`src/rtl/axis_serializer_pkt.sv`:
```
// Packet-aware AXI-Stream width serializer: one wide up beat of DATA_NB words
// becomes up to DATA_NB narrow down words, in selectable order, with packet-end tagging.
module axis_serializer_pkt #(
  parameter int DATA_NB    = 4,
  parameter int DATA_WIDTH = 8,
  parameter int CNT_WIDTH  = 3,
  parameter int MSB_FIRST  = 0
) (
  input  logic                          clk,
  input  logic                          rst_n,
  output logic                          up_ready,
  input  logic                          up_valid,
  input  logic [DATA_WIDTH*DATA_NB-1:0] up_data,
  input  logic [CNT_WIDTH-1:0]          up_cnt,
  input  logic                          up_last,
  input  logic                          down_ready,
  output logic                          down_valid,
  output logic [DATA_WIDTH-1:0]         down_data,
  output logic                          down_last
);

  // Handshake: a transfer happens on a rising edge where valid and ready are both high;
  // a valid word holds data/last stable until it is taken.
  typedef enum logic [1:0] {EMPTY, LOAD, SHIFT, TAIL} state_t;

  localparam logic [CNT_WIDTH-1:0] NB_C  = CNT_WIDTH'(DATA_NB);
  localparam logic [CNT_WIDTH-1:0] ONE_C = CNT_WIDTH'(1);

  state_t                state;
  logic [CNT_WIDTH-1:0]  rem;
  logic [CNT_WIDTH-1:0]  n_eff;
  logic [DATA_WIDTH-1:0] ord   [DATA_NB];
  logic [DATA_WIDTH-1:0] shbuf [DATA_NB-1];
  logic                  last_flag;
  logic                  up_xfer;
  logic                  down_xfer;

  assign up_ready  = rst_n & (rem == '0) & (~down_valid | down_ready);
  assign up_xfer   = up_valid & up_ready;
  assign down_xfer = down_valid & down_ready;

  // Out-of-range counts mean "full beat"; ord[] lists the words in emission order.
  always_comb begin
    n_eff = ((up_cnt == '0) || (up_cnt > NB_C)) ? NB_C : up_cnt;
    for (int k = 0; k < DATA_NB; k++) begin
      if (MSB_FIRST != 0) ord[k] = up_data[(DATA_NB-1-k)*DATA_WIDTH +: DATA_WIDTH];
      else                ord[k] = up_data[k*DATA_WIDTH +: DATA_WIDTH];
    end
  end

  always_ff @(posedge clk) begin
    if (!rst_n) begin
      state      <= EMPTY;
      rem        <= '0;
      last_flag  <= 1'b0;
      down_valid <= 1'b0;
      down_last  <= 1'b0;
      down_data  <= '0;
      for (int i = 0; i < DATA_NB-1; i++) shbuf[i] <= '0;
    end else if (up_xfer) begin
      down_valid <= 1'b1;
      down_data  <= ord[0];
      for (int i = 0; i < DATA_NB-1; i++) shbuf[i] <= ord[i+1];
      rem        <= n_eff - ONE_C;
      last_flag  <= up_last;
      down_last  <= up_last & (n_eff == ONE_C);
      state      <= (n_eff == ONE_C) ? TAIL : LOAD;
    end else if (down_xfer) begin
      if (state == LOAD || state == SHIFT) begin
        down_data <= shbuf[0];
        for (int i = 0; i < DATA_NB-2; i++) shbuf[i] <= shbuf[i+1];
        shbuf[DATA_NB-2] <= '0;
        rem       <= rem - ONE_C;
        down_last <= last_flag & (rem == ONE_C);
        state     <= (rem == ONE_C) ? TAIL : SHIFT;
      end else begin
        down_valid <= 1'b0;
        down_last  <= 1'b0;
        state      <= EMPTY;
      end
    end
  end

endmodule

```
`config.mk`:
```
export PLATFORM = sky130hd
export DESIGN_NAME = axis_serializer_pkt
export DESIGN_NICKNAME = d
export VERILOG_FILES = /design/src/rtl/axis_serializer_pkt.sv
export SDC_FILE = /design/constraint.sdc
export NUM_CORES = 1
export LEC_CHECK = 0
export CAP_MARGIN = 20
export CELL_PAD_IN_SITES_DETAIL_PLACEMENT = 1
export CELL_PAD_IN_SITES_GLOBAL_PLACEMENT = 1
export CORE_ASPECT_RATIO = 0.8
export CORE_MARGIN = 1.5
export CORE_UTILIZATION = 40
export DETAILED_ROUTE_END_ITERATION = 6
export PLACE_DENSITY_LB_ADDON = 0.15
export SLEW_MARGIN = 40
export SYNTH_ARGS = -nofsm -noshare
export SYNTH_HDL_FRONTEND = slang
export SYNTH_SLANG_ARGS = --single-unit
```
`constraint.sdc`:
```
create_clock -name clk -period 7.2 [get_ports clk]
set_input_delay 0.72 -clock clk [delete_from_list [all_inputs] [get_ports clk]]
set_output_delay 0.72 -clock clk [all_outputs]
set_load 0.05 [all_outputs]
```
After elaboration in Yosys (flattened, before gate mapping)
Memories as Yosys holds them, arrays and structs flattened.
Cells that the tools add are included.
Widths: inputs -> output; s select.

storage, ports and cells
  output and inout bits = 11
  memory bits (writable) = 24
  memories = 1
  flip-flop bits (word level) = 16
  bits of input ports = 40
  word-level logic and storage cells = 70

operators by class
  reduce and logical (&&, ||, !) cells = 8
  mux-type cells = 33
  magnitude comparators = 1
  bitwise logic cells = 14
  add/subtract/negate cells = 2
  equal/unequal tests = 5

memories
  memory  words  width  read ports  clocked after memory_dff  wr ports  RTL line  text
  shbuf   3      8      3           0                         3         33        logic [DATA_WIDTH-1:0] shbuf [DATA_NB-1];

operators with widths
  kind                 count
  $mux 8               9
  $mux 1               16
  $mux 3               4
  $mux 2               4
  $or 1x1->1           7
  $and 1x1->1          6
  $eq 3x1->1 const B   2
  $logic_not 3->1      2
  $sub 3x1->3 const B  2
  $reduce_and 2->1     2
  $reduce_bool 2->1    2
  $gt 3x3->1 const B   1
  $eq 2x1->1 const B   1
  $eq 2x2->1 const B   1
  $logic_or 1x1->1     2
  $ne 2x2->1 const B   1
  $not 1->1            1

Logic depth before layout (Yosys ltp)
Gate-level depths: netlist (run 1).

  depth after elaboration = 9
  mapped depth = 9

Worst setup path after synthesis (run 1)
Ideal clock, no wire load.

  path kind = in2reg
  start point = input port down_ready
  end point = memory shbuf[0][0] (enable)
  slack = 4.626 ns
  data required time = 6.711 ns
  path buffers = 2
  arrival = 2.085 ns
  cell stages on the path = 5
  cell sequence = nand2b_1 > clkbuf_1 > nand2_1 > clkbuf_1 > nand3_1

RTL lines
  element          RTL line  text
  start, declared  16        input logic down_ready,
  end, declared    33

Worst setup path in the final report (run 1)
  start point = input port down_ready
  end point = output port up_ready

between the ends
  word-level cells in the longest chain between the ends = 2

RTL lines
  element        RTL line  text
  $or 1x1->1     38        assign up_ready = rst_n & (rem == '0) & (~down_valid | down_ready);
  $and 1x1->1    38
  end, declared  11        output logic up_ready,

No other way between the ends.

==> flow_summary.ini, run 1 <==
[yosys]
synth-edff-count = 24
synth_cells = 156
syn_avg_cell_area_um2 = 11.8
synth_seq_cells = 40
yosys_warnings = 0
ys.flop_type = edfxtp_1
synth_cell_types = 34
seq_area_frac_synth = 0.563
syn_area_um2 = 1850
synth_nets = 202
synthArstFlopShare = 0

[global_route]
antenna_found_initial = 0
grt_pass1_vias = 1350
grt.total_usage = 0.185
grt_pass1_wl_um = 6760
grt.overflow.total = 0
grt_max_degree = 25

[timing]
fin_crit_ns = 3.35
skew_ns = 0.00347
fin_crit_sh = 0.465
finalHoldViolations = 0
slew_violations = 0
fin_hold_ws_ns = 0.479
rsz0062_at_grt = no
setup_tns_ns = 0
max_slew_margin = 0.521
clock.fmax_mhz = 298
finalSetupViolCount = 0
worst_pin_slew_ns = 0.717

[clocking]
cts.sinks = 40
cts_htree_levels = 2
cts-resized-gates = 0
clkSlewWorstSetupHoldPaths_ns = 0.07
clockBufferDepth = 2
hold_buffers = 0
cts_tree = yes
post_cts_buffers = 0
cts_root_buf = clkbuf_8
cts_made_buffers = 5
clkLatencyLatePin_ns = 0.30

[routing]
dr_total_vias = 1377
viasPerCell = 5.30
antenna_left = 0
drc = 0
drt_iter0_drc = 94
drt_first_pass_iters = 4
wire_per_inst_um = 16.2
routed_wl_um = 4200

[placed_design]
place_congestion = 0.837
io_buffer_count = 50
dp_hpwl_um = 3070

[worst_setup_path]
start_kind = input port
crit_type = in2out
cp-end-kind = output port
required_ns = 6.48
regToRegStartpoint = rem[0]$_SDFFE_PN0P_
setup.worst_path.start = down_ready
worstPathArrival_ns = 2.63
critPathMaxFanout = 11

[layout]
fillerInstances = 467
num_antenna_cells = 0
final_layout_size_suffix_gt1_frac = 0.0985
final_common_cell = clkdlybuf4s50_1
nets = 248
area_delta_synth_final_pct = 33.3
mostFrequentLayoutCells = 50 x clkdlybuf4s50_1, 24 x edfxtp_1, 16 x a21oi_1, 16 x dfxtp_1, 11 x o21ai_0

[die]
ios = 51
rows = 21
die_h_um = 63.8
die_x_um = 79.0
initial_utilization = 0.429
dieArea_um2 = 5040
core_um2 = 4310

[status]
status = complete, no violations

[worst_hold_path]
min_path_type = reg2reg
min-delay-start = last_flag$_SDFFE_PN0P_

[run]
maxCapViolations = 0

[power]
p_leak_nw = 0.981
p_per_area_nw_per_um2 = 233
ir_drop_mv = 0.108
-- final timing paths --
path / slack (ns) / cells after the start / endpoint
max: 3.85 / 5 / up_ready
min: 0.48 / 2 / last_flag$_SDFFE_PN0P_
max reg2reg: 4.55 / 5 / shbuf[0][17]$_SDFFCE_PP0P_
min reg2reg: 0.48 / 2 / last_flag$_SDFFE_PN0P_
-- cells by family (layout without fill, tap and decap cells) --
logic type / Yosys count / count (layout) / share of synthesized area
compound gates: 48 / 48 / 0.177
flops: 40 / 40 / 0.563
simple gates: 33 / 33 / 0.108
buf+inv: 17 / 64 / 0.0487
mux: 8 / 8 / 0.0433
fa+ha+maj: 6 / 6 / 0.0406
xor+xnor: 4 / 4 / 0.0190
-- worst max-delay path: stages --
cell and delay (ns):
clkdlybuf4s50_1 0.51, nand2b_1 0.33, nand3_1 0.12, nor2_1 0.12
clkdlybuf4s50_1 0.82
-- cell usage after synthesis, types with 4 or more instances --
cell	instances	area, um2
nand3_1	4	20.0
nand2_1	8	30.0
clkbuf_1	5	18.8
inv_1	6	22.5
dfxtp_1	16	320
a22o_1	6	52.6
o21ai_0	11	55.1
edfxtp_1	24	721
and3_1	8	50.1
ha_1	6	75.1
mux2i_1	8	80.1
a21oi_1	16	80.1
a22o_2	10	100
-- layout make-up --
class | instances | area (um2) | share of cell area
clock inverters | 3 | 37.5 | 0.0152
inverters | 6 | 22.5 | 0.00914
clock buffers | 5 | 68.8 | 0.0279
well taps | 57 | 71.3 | 0.0289
flip-flops and latches | 40 | 1040 | 0.423
multi-input cells | 99 | 722 | 0.293
repair buffers | 50 | 500 | 0.203
-- layer usage --
metal / wire, um / up-vias / global-route usage
met3: 260 / 10 / 0.0543
met5: 0 / - / 0
met4: 106 / 0 / 0.0987
li1: - / 674 / -
met2: 2000 / 43 / 0.297
met1: 1830 / 650 / 0.223
-- stage by stage --
| step | total power, W | worst slack [ns] | utilization | instances | cell area, um2 |
|---|---|---|---|---|---|
| after global placement | 0.000396 | 3.50 | 0.546 | 252 | 2350 |
| after CTS | 0.000579 | 3.86 | 0.572 | 260 | 2460 |
| after detailed placement | 0.000402 | 3.70 | 0.547 | 252 | 2360 |
| final | 0.000575 | 3.85 | 0.572 | 260 | 2460 |
| after floorplan | 0.000355 | 4.63 | - | 156 | 1850 |
| after global routing | 0.000601 | 3.77 | 0.572 | 260 | 2460 |
-- state kept, by name (all words and copies together), names as in the netlist --
name / count
down_last: 1
state: 2
shbuf: 24
rem: 3
down_valid: 1
down_data: 8
last_flag: 1
-- where the power goes --
group | leakage [nW] | total, W | internal [W] | switching, W
registers | 0.384 | 0.000280 | 0.000269 | 0.0000108
logic | 0.543 | 0.000117 | 0.0000513 | 0.0000652
clock network | 0.0532 | 0.000178 | 0.000101 | 0.0000770
Power figures use the tool's default switching activity.
==> run 2, diff against run 1 <==
--- a/config.mk
+++ b/config.mk
@@ -10,7 +10,7 @@
 export CELL_PAD_IN_SITES_GLOBAL_PLACEMENT = 1
 export CORE_ASPECT_RATIO = 0.8
 export CORE_MARGIN = 1.5
-export CORE_UTILIZATION = 40
+export CORE_UTILIZATION = 33
 export DETAILED_ROUTE_END_ITERATION = 6
 export PLACE_DENSITY_LB_ADDON = 0.15
 export SLEW_MARGIN = 40
==> constraint.sdc (replaced) <==
create_clock -name clk -period 2.8 [get_ports clk]
set_input_delay 0.28 -clock clk [delete_from_list [all_inputs] [get_ports clk]]
set_output_delay 0.28 -clock clk [all_outputs]
set_load 0.05 [all_outputs]
==> flow_summary.ini, run 2 (same netlist as run 1, synthesis figures left out) <==
[status]
status = complete, no violations

[timing]
finalHoldViolations = 0
slew_violations = 0
worst_pin_slew_ns = 0.573
finalSetupViolCount = 0
fin_crit_ns = 2.18
max_slew_margin = 0.617
fin_crit_sh = 0.780
rsz0062_at_grt = no
setup_tns_ns = 0
setup_slack_ns = 0.615
clock.fmax_mhz = 458
skew_ns = 0.00540

[global_route]
grt.overflow.total = 0
grt_pass1_wl_um = 6980
grt_max_degree = 25
grt_pass1_vias = 1469
antenna_found_initial = 0
grt.total_usage = 0.152

[clocking]
hold_buffers = 0
clkLatencyLatePin_ns = 0.29
post_cts_buffers = 0
cts-resized-gates = 0
cts_tree = yes
cts.sinks = 40
clockBufferDepth = 2
cts_made_buffers = 5
cts_root_buf = clkbuf_8
clkSlewWorstSetupHoldPaths_ns = 0.08
cts_htree_levels = 2

[worst_setup_path]
start_kind = flop
cp-end-kind = flop
reg2regPathDepth = 6
crit_type = reg2reg
required_ns = 2.96
critPathMaxFanout = 24
worstPathArrival_ns = 2.34

[power]
p_per_area_nw_per_um2 = 591
power_w = 0.00149
ir_drop_mv = 0.258
p_leak_nw = 1.00

[die]
die_x_um = 86.7
die_h_um = 69.9
rows = 24
initial_utilization = 0.340
dieArea_um2 = 6060
core_um2 = 5440
ios = 51

[layout]
mostFrequentLayoutCells = 49 x clkdlybuf4s50_1, 24 x edfxtp_1, 16 x a21oi_1, 16 x dfxtp_1, 11 x o21ai_0
reg_top3 = shbuf: 24 flops, down_data: 8 flops, rem: 3 flops
nets = 252
regMostFlops = shbuf
largest_reg_flops = 24
final_common_cell = clkdlybuf4s50_1
num_antenna_cells = 0
area_delta_synth_final_pct = 36.7
final_layout_size_suffix_gt1_frac = 0.121
fillerInstances = 574

[routing]
viasPerCell = 4.84
antenna_left = 0
dr_total_vias = 1379
wire_per_inst_um = 15.2
drt_iter0_drc = 69
drt_first_pass_iters = 4
drc = 0
routed_wl_um = 4340

[placed_design]
dp_slack_ns = 0.520
io_buffer_count = 50
place_congestion = 0.765
dp_hpwl_um = 3360

[worst_hold_path]
min_path_type = reg2reg
hold-path-cell-count = 2

[run]
maxCapViolations = 0
## run 2: final cells by class
type	count	area (um2)	area share
Sequential cell	40	1040	0.412
Multi-Input combinational cell	99	717	0.284
Timing Repair Buffer	54	541	0.214
Tap cell	78	97.6	0.0386
Clock buffer	6	72.6	0.0287
Clock inverter	2	35.0	0.0139
Inverter	6	22.5	0.00892
## run 2: worst paths after layout
path | to | slack, ns | from
min reg2reg | last_flag$_SDFFE_PN0P_ | 0.48 | last_flag$_SDFFE_PN0P_
max | shbuf[0][11]$_DFFE_PP_ | 0.62 | rem[0]$_SDFFE_PN0P_
max reg2reg | shbuf[0][11]$_DFFE_PP_ | 0.62 | rem[0]$_SDFFE_PN0P_
min | last_flag$_SDFFE_PN0P_ | 0.48 | last_flag$_SDFFE_PN0P_
## run 2: per-stage QoR
step                 util  std cells  hold slack (ns)  cell area, um2
floorplan               -        156            0.416            1850
global placement    0.445        277            0.443            2420
detailed placement  0.445        277            0.464            2420
CTS                 0.465        285            0.474            2530
global route        0.465        285            0.512            2530
finish              0.465        285            0.479            2530
## run 2: metal layers
metal,up-vias,GRT usage,routed length [um]
met3,10,0.0366,212
met1,649,0.192,1980
li1,681,-,-
met2,39,0.253,2070
met5,-,0,0
met4,0,0.0502,87
## run 2: power by group
group / internal (W) / leakage [nW] / switching, W
Combinational: 0.000140 / 0.564 / 0.000171
Clock: 0.000265 / 0.0552 / 0.000199
Sequential: 0.000692 / 0.384 / 0.0000266
## run 2: critical path: stages (launching register included)
cell and delay, ns:
dfxtp_1 0.35, inv_1 0.09, ha_1 0.24, and4b_1 0.32
and2_4 0.29, nor3_4 0.52, a22o_2 0.24
==> run 3, diff against run 2 <==
==> constraint.sdc (replaced) <==
create_clock -name clk -period 1.85 [get_ports clk]
set_input_delay 0.185 -clock clk [delete_from_list [all_inputs] [get_ports clk]]
set_output_delay 0.185 -clock clk [all_outputs]
set_load 0.05 [all_outputs]
==> flow_summary.ini, run 3 (same netlist as run 1, synthesis figures left out) <==
[clocking]
cts_made_buffers = 5
cts_tree = yes
clkLatencyLatePin_ns = 0.29
clkSlewWorstSetupHoldPaths_ns = 0.08
hold_buffers = 0
clockBufferDepth = 2
cts.sinks = 40
cts_htree_levels = 2
cts_root_buf = clkbuf_8

[worst_setup_path]
reg2regPathDepth = 7
cp-end-kind = flop
crit_slowest_cell = or3_4
cp_cell_sequence = inv_1 -> ha_1 -> and4b_2 -> and2_4 -> buf_6 -> or3_4 -> a21oi_2
r2r_setup_slack_ns = 0.06
critical_path.top_delay_family = simple AND/OR/NAND/NOR gates
worstPathArrival_ns = 2.01
r2r_end = rem[2]$_SDFFE_PN0P_
crit_type = reg2reg
start_kind = flop
regToRegStartpoint = rem[0]$_SDFFE_PN0P_
critPathBufInv = 2
critPathMaxFanout = 15
critPathMaxStageDelay_ns = 0.37
required_ns = 2.07

[placed_design]
dp.cells = 290
place_congestion = 0.801
dp_hpwl_um = 3430
io_buffer_count = 50

[timing]
worst_pin_slew_ns = 0.513
max_slew_margin = 0.657
fin_hold_ws_ns = 0.469
fin_crit_sh = 0.965
finalHoldViolations = 0
setup_tns_ns = 0
finalSetupViolCount = 0
clock.fmax_mhz = 560
skew_ns = 0.00687
slew_violations = 0
fin_crit_ns = 1.79

[layout]
mostFrequentLayoutCells = 49 x clkdlybuf4s50_1, 24 x edfxtp_1, 15 x a21oi_1, 15 x buf_4, 13 x dfxtp_1
final_common_cell = clkdlybuf4s50_1
fin_util = 0.497
reg_top3 = shbuf: 24 flops, down_data: 8 flops, rem: 3 flops
area_delta_synth_final_pct = 46.2
largest_reg_flops = 24
regMostFlops = shbuf
fillerInstances = 585
final_layout_size_suffix_gt1_frac = 0.217
instances_no_fill = 299
nets = 266
num_antenna_cells = 0
regArea_um2 = 1040
multi_input_area_um2 = 757

[die]
die_h_um = 69.9
core_um2 = 5440
rows = 24
ios = 51
initial_utilization = 0.340
die_x_um = 86.7
dieArea_um2 = 6060

[routing]
antenna_left = 0
routed_wl_um = 4520
drt_iter0_drc = 54
drt_first_pass_iters = 4
wire_per_inst_um = 15.1
viasPerCell = 4.86
dr_total_vias = 1452
drc = 0

[power]
ir_drop_mv = 0.320
pwr-share-seq = 0.473
clkPwrFrac = 0.298
p_leak_nw = 1.09
p_per_area_nw_per_um2 = 853
p_int_w = 0.00170
p_comb_frac = 0.230
p_sw_frac = 0.263
power_w = 0.00230
p_sw_w = 0.000606

[global_route]
grt_pass1_wl_um = 7450
grt.total_usage = 0.161
grt_max_degree = 24
grt.overflow.total = 0
antenna_found_initial = 0
grt_pass1_vias = 1598

[worst_hold_path]
min-delay-start = last_flag$_SDFFE_PN0P_
min_path_type = reg2reg
hold-path-cell-count = 2
min_to = last_flag$_SDFFE_PN0P_

[status]
status = complete, no violations

[run]
maxCapViolations = 0
==> run 3: cell types whose count changed in the layout (fill, tap and decap cells not counted), moves of 2 or more <==
cell,previous run,this run
buf_12,1,3
buf_4,4,15
clkinv_1,0,2
dfxtp_1,16,13
dfxtp_2,0,3
ha_1,6,4
==> run 3: worst max path at each step <==
stage	end	start	cells past startpoint	slack (ns)
after floorplan	shbuf[0][10]$_DFFE_PP_	rem[0]$_SDFFE_PN0P_	9	0.02
after global placement	rem[2]$_SDFFE_PN0P_	up_cnt[0]	9	-0.17
after detailed placement	rem[2]$_SDFFE_PN0P_	up_cnt[1]	9	-0.27
after CTS	rem[2]$_SDFFE_PN0P_	rem[0]$_SDFFE_PN0P_	7	0.003
after global routing	rem[2]$_SDFFE_PN0P_	up_cnt[0]	9	-0.07
final	rem[2]$_SDFFE_PN0P_	rem[0]$_SDFFE_PN0P_	7	0.06
==> run 3: cell type report <==
class                      instances  share of cell area
clock inverter                     3              0.0139
sequential                        40               0.387
clock buffer                       5              0.0255
tap                               78              0.0361
inverter                           6             0.00833
multi-input combinational         99               0.280
timing repair buffer              68               0.250
==> run 3: worst reg2reg max path, cell delays in order (launching register included) <==
cell and delay (ns):
dfxtp_2 0.34, inv_1 0.06, ha_1 0.21, and4b_2 0.27, and2_4 0.19, buf_6 0.15
or3_4 0.37, a21oi_2 0.14
==> run 3: timing repair <==
action | in CTS | in global routing
setup endpoints to repair | 0 | 1
resized for setup | 0 | 9
setup buffers | 0 | 1
endpoints found under the hold margin | 0 | 0
==> run 3: power by group through the flow <==
stage	Sequential [W]	Clock, W	Combinational (W)
floorplan	0.00118	0	0.000209
global placement	0.00110	0	0.000499
detailed placement	0.00111	0	0.000518
CTS	0.00109	0.000705	0.000521
global route	0.00110	0.000740	0.000570
finish	0.00109	0.000686	0.000529
==> run 3: metal layers <==
metal | vias to the layer above | global-route usage | share of wire
li1 | 710 | - | -
met5 | - | 0 | 0
met2 | 34 | 0.269 | 0.49
met4 | 0 | 0.0538 | 0.012
met3 | 6 | 0.0414 | 0.038
met1 | 702 | 0.203 | 0.46
==> run 3: per-stage QoR <==
stage / cell area [um2] / setup slack, ns
global route: 2700 / -0.0703
CTS: 2660 / 0.00276
detailed placement: 2550 / -0.274
global placement: 2550 / -0.166
floorplan: 1860 / 0.0234
finish: 2700 / 0.0649
